File: src/rtl/spi_shift_module_if.sv
// spi_shift_module_if: controller-side handshake of the SPI shift engine
// (request/baud enable in, busy/received word/done back to the controller).
interface spi_shift_module_if #(parameter int DW = 8);
    logic          EnTx_Sig;
    logic          EnBuadcnt;
    logic [DW-1:0] Tx_Data;
    logic          Tx_Busy_Sig;
    logic [DW-1:0] Rx_Data;
    logic          Rx_Done_Sig;

    modport master (
        output EnTx_Sig, EnBuadcnt, Tx_Data,
        input  Tx_Busy_Sig, Rx_Data, Rx_Done_Sig
    );

    modport slave (
        input  EnTx_Sig, EnBuadcnt, Tx_Data,
        output Tx_Busy_Sig, Rx_Data, Rx_Done_Sig
    );
endinterface

File: src/rtl/spi_shift_module.sv
// spi_shift_module: SPI mode-0 master shift engine, MSB first; SCLK derived
// from an internal half-period counter, MISO captured on SCLK rising edges.
module spi_shift_module #(
    parameter int DW       = 8,
    parameter int DIV_HALF = 4
) (
    input  logic              CLK,
    input  logic              RSTn,
    spi_shift_module_if.slave ctl,
    input  logic              MISO,
    output logic              SCLK,
    output logic              MOSI
);
    typedef enum logic [1:0] {IDLE, SHIFT, RELEASE} state_t;

    localparam int              BW      = $clog2(DW);
    localparam logic [7:0]      CNT_TOP = 8'(DIV_HALF - 1);
    localparam logic [BW-1:0]   BIT_TOP = BW'(DW - 1);

    state_t        state, state_n;
    logic [7:0]    cnt, cnt_n;
    logic [BW-1:0] bit_cnt, bit_cnt_n;
    logic [DW-1:0] tx_sr, tx_sr_n;
    logic [DW-1:0] rx_sr, rx_sr_n;
    logic [DW-1:0] rx_data, rx_data_n;
    logic          busy, busy_n;
    logic          sclk, sclk_n;
    logic          done, done_n;
    logic          start, tick;

    assign start = ctl.EnTx_Sig && ctl.EnBuadcnt;
    assign tick  = cnt == CNT_TOP;

    // MOSI is the MSB of the transmit register, so it only moves on loads,
    // falling toggles and aborts.
    assign MOSI            = tx_sr[DW-1];
    assign SCLK            = sclk;
    assign ctl.Tx_Busy_Sig = busy;
    assign ctl.Rx_Data     = rx_data;
    assign ctl.Rx_Done_Sig = done;

    always_ff @(posedge CLK or negedge RSTn) begin
        if (!RSTn)
            state <= IDLE;
        else
            state <= state_n;
    end

    always_comb begin
        state_n   = state;
        cnt_n     = cnt;
        bit_cnt_n = bit_cnt;
        tx_sr_n   = tx_sr;
        rx_sr_n   = rx_sr;
        rx_data_n = rx_data;
        busy_n    = busy;
        sclk_n    = sclk;
        done_n    = 1'b0;
        case (state)
            IDLE: begin
                if (start) begin
                    tx_sr_n   = ctl.Tx_Data;
                    cnt_n     = '0;
                    bit_cnt_n = '0;
                    busy_n    = 1'b1;
                    state_n   = SHIFT;
                end
            end
            SHIFT: begin
                if (!ctl.EnBuadcnt) begin
                    sclk_n  = 1'b0;
                    busy_n  = 1'b0;
                    tx_sr_n = '0;
                    state_n = IDLE;
                end else if (!tick) begin
                    cnt_n = cnt + 8'd1;
                end else begin
                    cnt_n  = '0;
                    sclk_n = !sclk;
                    if (!sclk) begin
                        rx_sr_n = {rx_sr[DW-2:0], MISO};
                    end else if (bit_cnt != BIT_TOP) begin
                        tx_sr_n   = tx_sr << 1;
                        bit_cnt_n = bit_cnt + BW'(1);
                    end else begin
                        rx_data_n = rx_sr;
                        done_n    = 1'b1;
                        busy_n    = 1'b0;
                        state_n   = RELEASE;
                    end
                end
            end
            // Wait for the controller to drop the baud enable so a held
            // request cannot immediately retrigger.
            RELEASE: state_n = ctl.EnBuadcnt ? RELEASE : IDLE;
            default: state_n = IDLE;
        endcase
    end

    always_ff @(posedge CLK or negedge RSTn) begin
        if (!RSTn) begin
            cnt     <= '0;
            bit_cnt <= '0;
            tx_sr   <= '0;
            rx_sr   <= '0;
            rx_data <= '0;
            busy    <= 1'b0;
            sclk    <= 1'b0;
            done    <= 1'b0;
        end else begin
            cnt     <= cnt_n;
            bit_cnt <= bit_cnt_n;
            tx_sr   <= tx_sr_n;
            rx_sr   <= rx_sr_n;
            rx_data <= rx_data_n;
            busy    <= busy_n;
            sclk    <= sclk_n;
            done    <= done_n;
        end
    end
endmodule

File: src/flat_wrapper.sv
// flat-port wrapper written by rule: the top's interface ports become plain ports
module spi_shift_module_flat 
#(
    parameter int DW       = 8,
    parameter int DIV_HALF = 4
)
  (CLK, RSTn, MISO, SCLK, MOSI, ctl_EnTx_Sig, ctl_EnBuadcnt, ctl_Tx_Data, ctl_Tx_Busy_Sig, ctl_Rx_Data, ctl_Rx_Done_Sig);
  spi_shift_module_if #(.DW(DW)) ctl_i ();
  input  logic CLK;
  input  logic RSTn;
  input  logic MISO;
  output logic SCLK;
  output logic MOSI;
  input wire logic [$bits(ctl_i.EnTx_Sig)-1:0] ctl_EnTx_Sig;
  input wire logic [$bits(ctl_i.EnBuadcnt)-1:0] ctl_EnBuadcnt;
  input wire logic [$bits(ctl_i.Tx_Data)-1:0] ctl_Tx_Data;
  output wire logic [$bits(ctl_i.Tx_Busy_Sig)-1:0] ctl_Tx_Busy_Sig;
  output wire logic [$bits(ctl_i.Rx_Data)-1:0] ctl_Rx_Data;
  output wire logic [$bits(ctl_i.Rx_Done_Sig)-1:0] ctl_Rx_Done_Sig;
  assign ctl_i.EnTx_Sig = ctl_EnTx_Sig;
  assign ctl_i.EnBuadcnt = ctl_EnBuadcnt;
  assign ctl_i.Tx_Data = ctl_Tx_Data;
  assign ctl_Tx_Busy_Sig = ctl_i.Tx_Busy_Sig;
  assign ctl_Rx_Data = ctl_i.Rx_Data;
  assign ctl_Rx_Done_Sig = ctl_i.Rx_Done_Sig;
  spi_shift_module #(.DW(DW), .DIV_HALF(DIV_HALF)) u_core (.CLK(CLK), .RSTn(RSTn), .ctl(ctl_i), .MISO(MISO), .SCLK(SCLK), .MOSI(MOSI));
endmodule
File: config.mk
export PLATFORM = sky130hd
export DESIGN_NAME = spi_shift_module_flat
export DESIGN_NICKNAME = d
export VERILOG_FILES = /design/src/rtl/spi_shift_module_if.sv /design/src/rtl/spi_shift_module.sv /design/src/flat_wrapper.sv
export SDC_FILE = /design/constraint.sdc
export NUM_CORES = 1
export LEC_CHECK = 0
export ABC_AREA = 0
export CORE_UTILIZATION = 54
export DETAILED_ROUTE_END_ITERATION = 7
export PLACE_DENSITY_LB_ADDON = 0.2
export SLEW_MARGIN = 25
export SYNTH_ARGS = -nofsm -noshare
export SYNTH_HDL_FRONTEND = slang
export SYNTH_SLANG_ARGS = --single-unit
export TNS_END_PERCENT = 20
File: constraint.sdc
create_clock -name CLK -period 2.5 [get_ports CLK]
set_input_delay 0.75 -clock CLK [delete_from_list [all_inputs] [get_ports CLK]]
set_output_delay 0.75 -clock CLK [all_outputs]
set_load 0.03 [all_outputs]
* After elaboration in Yosys (flattened, before gate mapping)
Index checks and enable logic that the tools add are counted.
** Word-level totals
- Bits in registers :: 40
** Cells by class
- Add/subtract/negate cells :: 2
- Equal/unequal tests :: 14
- Multiplexer cells :: 36
- Bitwise logic cells :: 2
- Reductions and logical operators :: 12
** Operators with widths (count)
- 8-bit two-way mux :: 8
- 8-bit case mux with 2 select lines :: 2
- 3-bit two-way mux :: 5
- 5-bit AND reduction :: 3
- 1-bit two-way mux :: 12
- 2-bit two-way mux :: 6
- 2-bit by 1-bit inequality test with 1-bit output (second input constant) :: 5
- 3-bit by 2-bit inequality test with 1-bit output (second input constant) :: 3
- 8-bit by 1-bit adder with 8-bit output (second input constant) :: 1
- 8-bit by 2-bit equality test with 1-bit output (second input constant) :: 1
- 4-bit AND reduction :: 2
- 3-bit inequality test (second input constant) :: 2
- 2-bit case mux with 3 select lines :: 1
- 3-bit case mux with 2 select lines :: 1
- 6-bit AND reduction :: 1
- 3-bit by 1-bit adder with 3-bit output (second input constant) :: 1
- 3-bit AND reduction :: 1
- 2-bit by 1-bit equality test with 1-bit output (second input constant) :: 1
- 2-bit equality test (second input constant) :: 1
- 2-bit zero test :: 1
- 2-bit inequality test (second input constant) :: 1
- 1-bit inverter :: 2
- 1-bit case mux with 2 select lines :: 1
- 2-bit AND reduction :: 1
- other kinds (3) :: 3

* Logic depth before layout (Yosys ltp)
- Depth after elaboration :: 6
- Gate-level depth with buffers :: 8

* Worst setup path after synthesis
No wires, ideal clock.
- Path kind :: register -> register
- Start point :: register u_core.cnt[2]
- End point :: register u_core.tx_sr[0]
- Setup time :: 0.125 ns
- Arrival time :: 1.729 ns
- Data required time :: 2.375 ns
- Slack :: 0.646 ns
- Stages on the path, launching flop included :: 6
- Path buffers :: 1
- Cell sequence :: dfrtp_1 nor4_4 a31oi_1 or3_1 buf_6 mux2_4
** On the way
- Word-level cells in the longest chain between the ends :: 3
** Ends and longest elaborated chain
- start, declared :: line spi_shift_module.sv:21 : logic [7:0] cnt, cnt_n;
- start signal, assigned :: line spi_shift_module.sv:111 : cnt <= cnt_n;
- 8-bit by 2-bit equality test with 1-bit output :: line spi_shift_module.sv:32 : assign tick = cnt == CNT_TOP;
- 3-bit by 2-bit inequality test with 1-bit output (no source line)
- 5-bit AND reduction (no source line)
- end signal, assigned :: line spi_shift_module.sv:113 : tx_sr <= tx_sr_n;
- end, declared :: line spi_shift_module.sv:23 : logic [DW-1:0] tx_sr, tx_sr_n;
Every way passes these cells.
A chain may end at the register's enable or synchronous reset.

* Worst setup path after layout
- Start point :: register u_core.sclk, in the netlist u_core.SCLK
- End point :: output SCLK
** RTL lines
- start, declared :: line spi_shift_module.sv:27 : logic sclk, sclk_n;
- start signal, assigned :: line spi_shift_module.sv:117 : sclk <= sclk_n;
- end, declared :: line flat_wrapper.sv:12 : output logic SCLK;
No word-level cell between the ends.

==> reports/qor.txt <==
Hold Vio Cnt, Final - 0
Cts bufs inserted - 5
Area after DPL - 2340 µm²
RSZ-0062 raised after global routing - false
DR DRC count - 0
Synthesis Warnings - 0
Crit. End Element - output pin
Startpoint Class - register
Syn Nets - 192
Routed WL - 3.83 mm
Worst Path Buf+Inv - 1
Syn-to-layout area delta - 23.6%
CP arrival - 1430 ps
Sink Count - 40
Die width - 62.7 µm
Commonest cells in the synthesized netlist - dfrtp_1 (40), mux2_2 (20), nand2_1 (15), inv_1 (13), o21ai_0 (13)
Core area - 3440 µm²
H-Tree Depth - 2
Die height - 62.7 µm
DR pass1 iterations - 4
Max-slew violation count - 0
Sw Share - 0.329
R2R cell count - 7
Static leakage - 0.00118 µW
Yosys top cell area share - 0.504
Min-delay worst type - input pin to async pin
Pint - 1460 µW
EDFF count, synth - 0
First-pass GRT wire length - 6.73 mm
Post-synthesis sequential area ratio - 0.504
Syn Area/Cell - 11.4 µm²
Most frequent cell after synthesis - dfrtp_1
Routability cong. - 0.837
Ant diodes - 0
Number of fill cells - 249
Clk pwr share - 0.252
Psw - 717 µW
Largest stage delay, worst path - 700 ps
Clk_skew - 6.61 ps
Hold buffer count at CTS - 0
Main synth FF type - dfrtp_1
Setup bufs post-CTS - 0
Fin crit period - 2180 ps
Vias in the first global route - 1416
Post-CTS resize count - 0
Total chip power - 2180 µW
Post-synth cell types - 36
Placement Rows - 21
Yosys top cell by area - dfrtp_1
Fin nets - 228
Antenna-violating nets left - 0
GRT Total Usage - 0.223
Io pins - 25
Routed vias/inst - 5.42
Die Area - 3930 µm²
Setup violators final - 0
Fin worst setup slack - 323 ps
CP Data Required Time - 1750 ps
Max clock buf depth - 2
Post-Syn Instances - 174
Finished Cell Area - 2460 µm²
Final cycle utilization of the critical path - 0.871
DR iter-0 viols - 63
Port Buffer Count - 24
WP depth - 1
Pwr dens - 887 nW/µm²
Vias - 1394
Avg WL per Cell - 14.9 µm
Slowest-stage cell, CP - clkdlybuf4s50_1
Clk_lat worst skew - 300 ps
Starting Density - 0.577
Fraction of registers with async set/reset - 1.00
Post-Syn Area - 1990 µm²
Outcome - finished clean
Layout cells sized above 1 - 0.237
Area contributors post-synth - dfrtp_1 (50%), mux2_2 (11%), mux2_4 (6.0%)
Comb pwr share - 0.359
Setup_tns - 0 ps
Crit path kind - register to output pin
Dpl ws - 50.2 ps
Pin count of the biggest net entering global routing - 21
Synth Register Bits - 40
Measured slew at the worst slew-check pin - 496 ps
Worst path top cell family by delay - buffers and inverters
CTS root buf - clkbuf_8
Total grt overflow - 0
Max frequency - 459 MHz
Worst VDD drop - 551 µV
Hpwl dp - 2.77 mm
Clock-pin transition on the worst setup and hold timing paths - 80 ps
Sequential share of power - 0.389
CP Max Fanout - 5
Slew margin rel. - 0.660
Max cap viols - 0
Initial antenna violation count - 0
CTS tree - built
Crit path cell chain - clkdlybuf4s50_1
-- power groups by stage --
stage | Combinational [µW] | Sequential (µW) | Clock [µW]
5_1_grt | 849 | 862 | 592
3_5_place_dp | 777 | 857 | 0
6_report | 782 | 849 | 549
4_1_cts | 782 | 847 | 554
3_3_place_gp | 741 | 848 | 0
2_1_floorplan | 552 | 876 | 0
-- registers in the layout, indices dropped and copies added (netlist names) --
name                    flops
u_core.cnt                  8
u_core.ctl.Rx_Data          8
u_core.rx_sr                8
u_core.tx_sr                8
u_core.bit_cnt              3
u_core.state                2
u_core.SCLK                 1
u_core.ctl.Rx_Done_Sig      1
u_core.ctl.Tx_Busy_Sig      1
-- final timing paths --
path	start	end	slack, ps
worst min-delay path	RSTn	u_core.ctl.Rx_Done_Sig$_DFF_PN0_	390
max in group asynchronous	RSTn	u_core.ctl.Rx_Data[2]$_DFFE_PN0P_	1580
min in group CLK	u_core.ctl.Rx_Data[5]$_DFFE_PN0P_	u_core.ctl.Rx_Data[5]$_DFFE_PN0P_	510
worst max-delay path	u_core.SCLK$_DFFE_PN0P_	SCLK	320
worst max register to register	u_core.state[1]$_DFFE_PN0P_	u_core.cnt[7]$_DFFE_PN0P_	400
worst min register to register	u_core.ctl.Rx_Data[5]$_DFFE_PN0P_	u_core.ctl.Rx_Data[5]$_DFFE_PN0P_	510
-- cell usage in the layout (no fill, tap or decap), types with 2 or more instances in the layout --
cell              n
a21oi_1           3
ha_1              5
clkdlybuf4s50_1  23
nand4_1           2
a31oi_1           4
dfrtp_1          40
nand3_1           4
clkbuf_8          5
nor3_1            4
nor4_1            2
nor2_1            9
mux2_4            8
buf_4             9
and3_1            2
inv_1            13
xnor2_1           5
nand2_1          15
a22o_1            3
mux2_2           20
o21ai_0          13
-- layer usage --
layer / routed length, µm / vias to the layer above / global-route usage
li1: - / 689 / -
met1: 1750 / 665 / 0.296
met2: 1850 / 33 / 0.348
met3: 155 / 7 / 0.0620
met4: 75 / 0 / 0.0872
met5: 0 / - / 0
-- layout make-up --
type	instances	area, µm²	share of cell area
clock inverters	3	46.3	0.0188
repair buffers	34	323	0.131
inverters	13	48.8	0.0199
flip-flops and latches	40	1000	0.408
clock buffers	5	68.8	0.0280
well taps	46	57.6	0.0234
multi-input cells	116	911	0.371
-- cells by family (layout without fill, tap and decap cells) --
group                    after synthesis  in the layout  synth area share
AND/OR/NAND/NOR                       48             48             0.137
flip-flops                            40             40             0.504
multiplexers                          29             29             0.179
AO/OA/AOI/OAI                         28             28            0.0850
buffers and inverters                 18             55            0.0378
XOR/XNOR                               6              6            0.0264
adder cells (fa/ha/maj)                5              5            0.0315
-- per-stage QoR --
step	hold slack, ps	utilization	std cells
floorplan	454	-	174
global placement	482	0.680	249
detailed placement	491	0.680	249
CTS	399	0.714	257
global route	411	0.714	257
finish	393	0.714	257
Note: power is estimated with default switching activity, not from simulation.
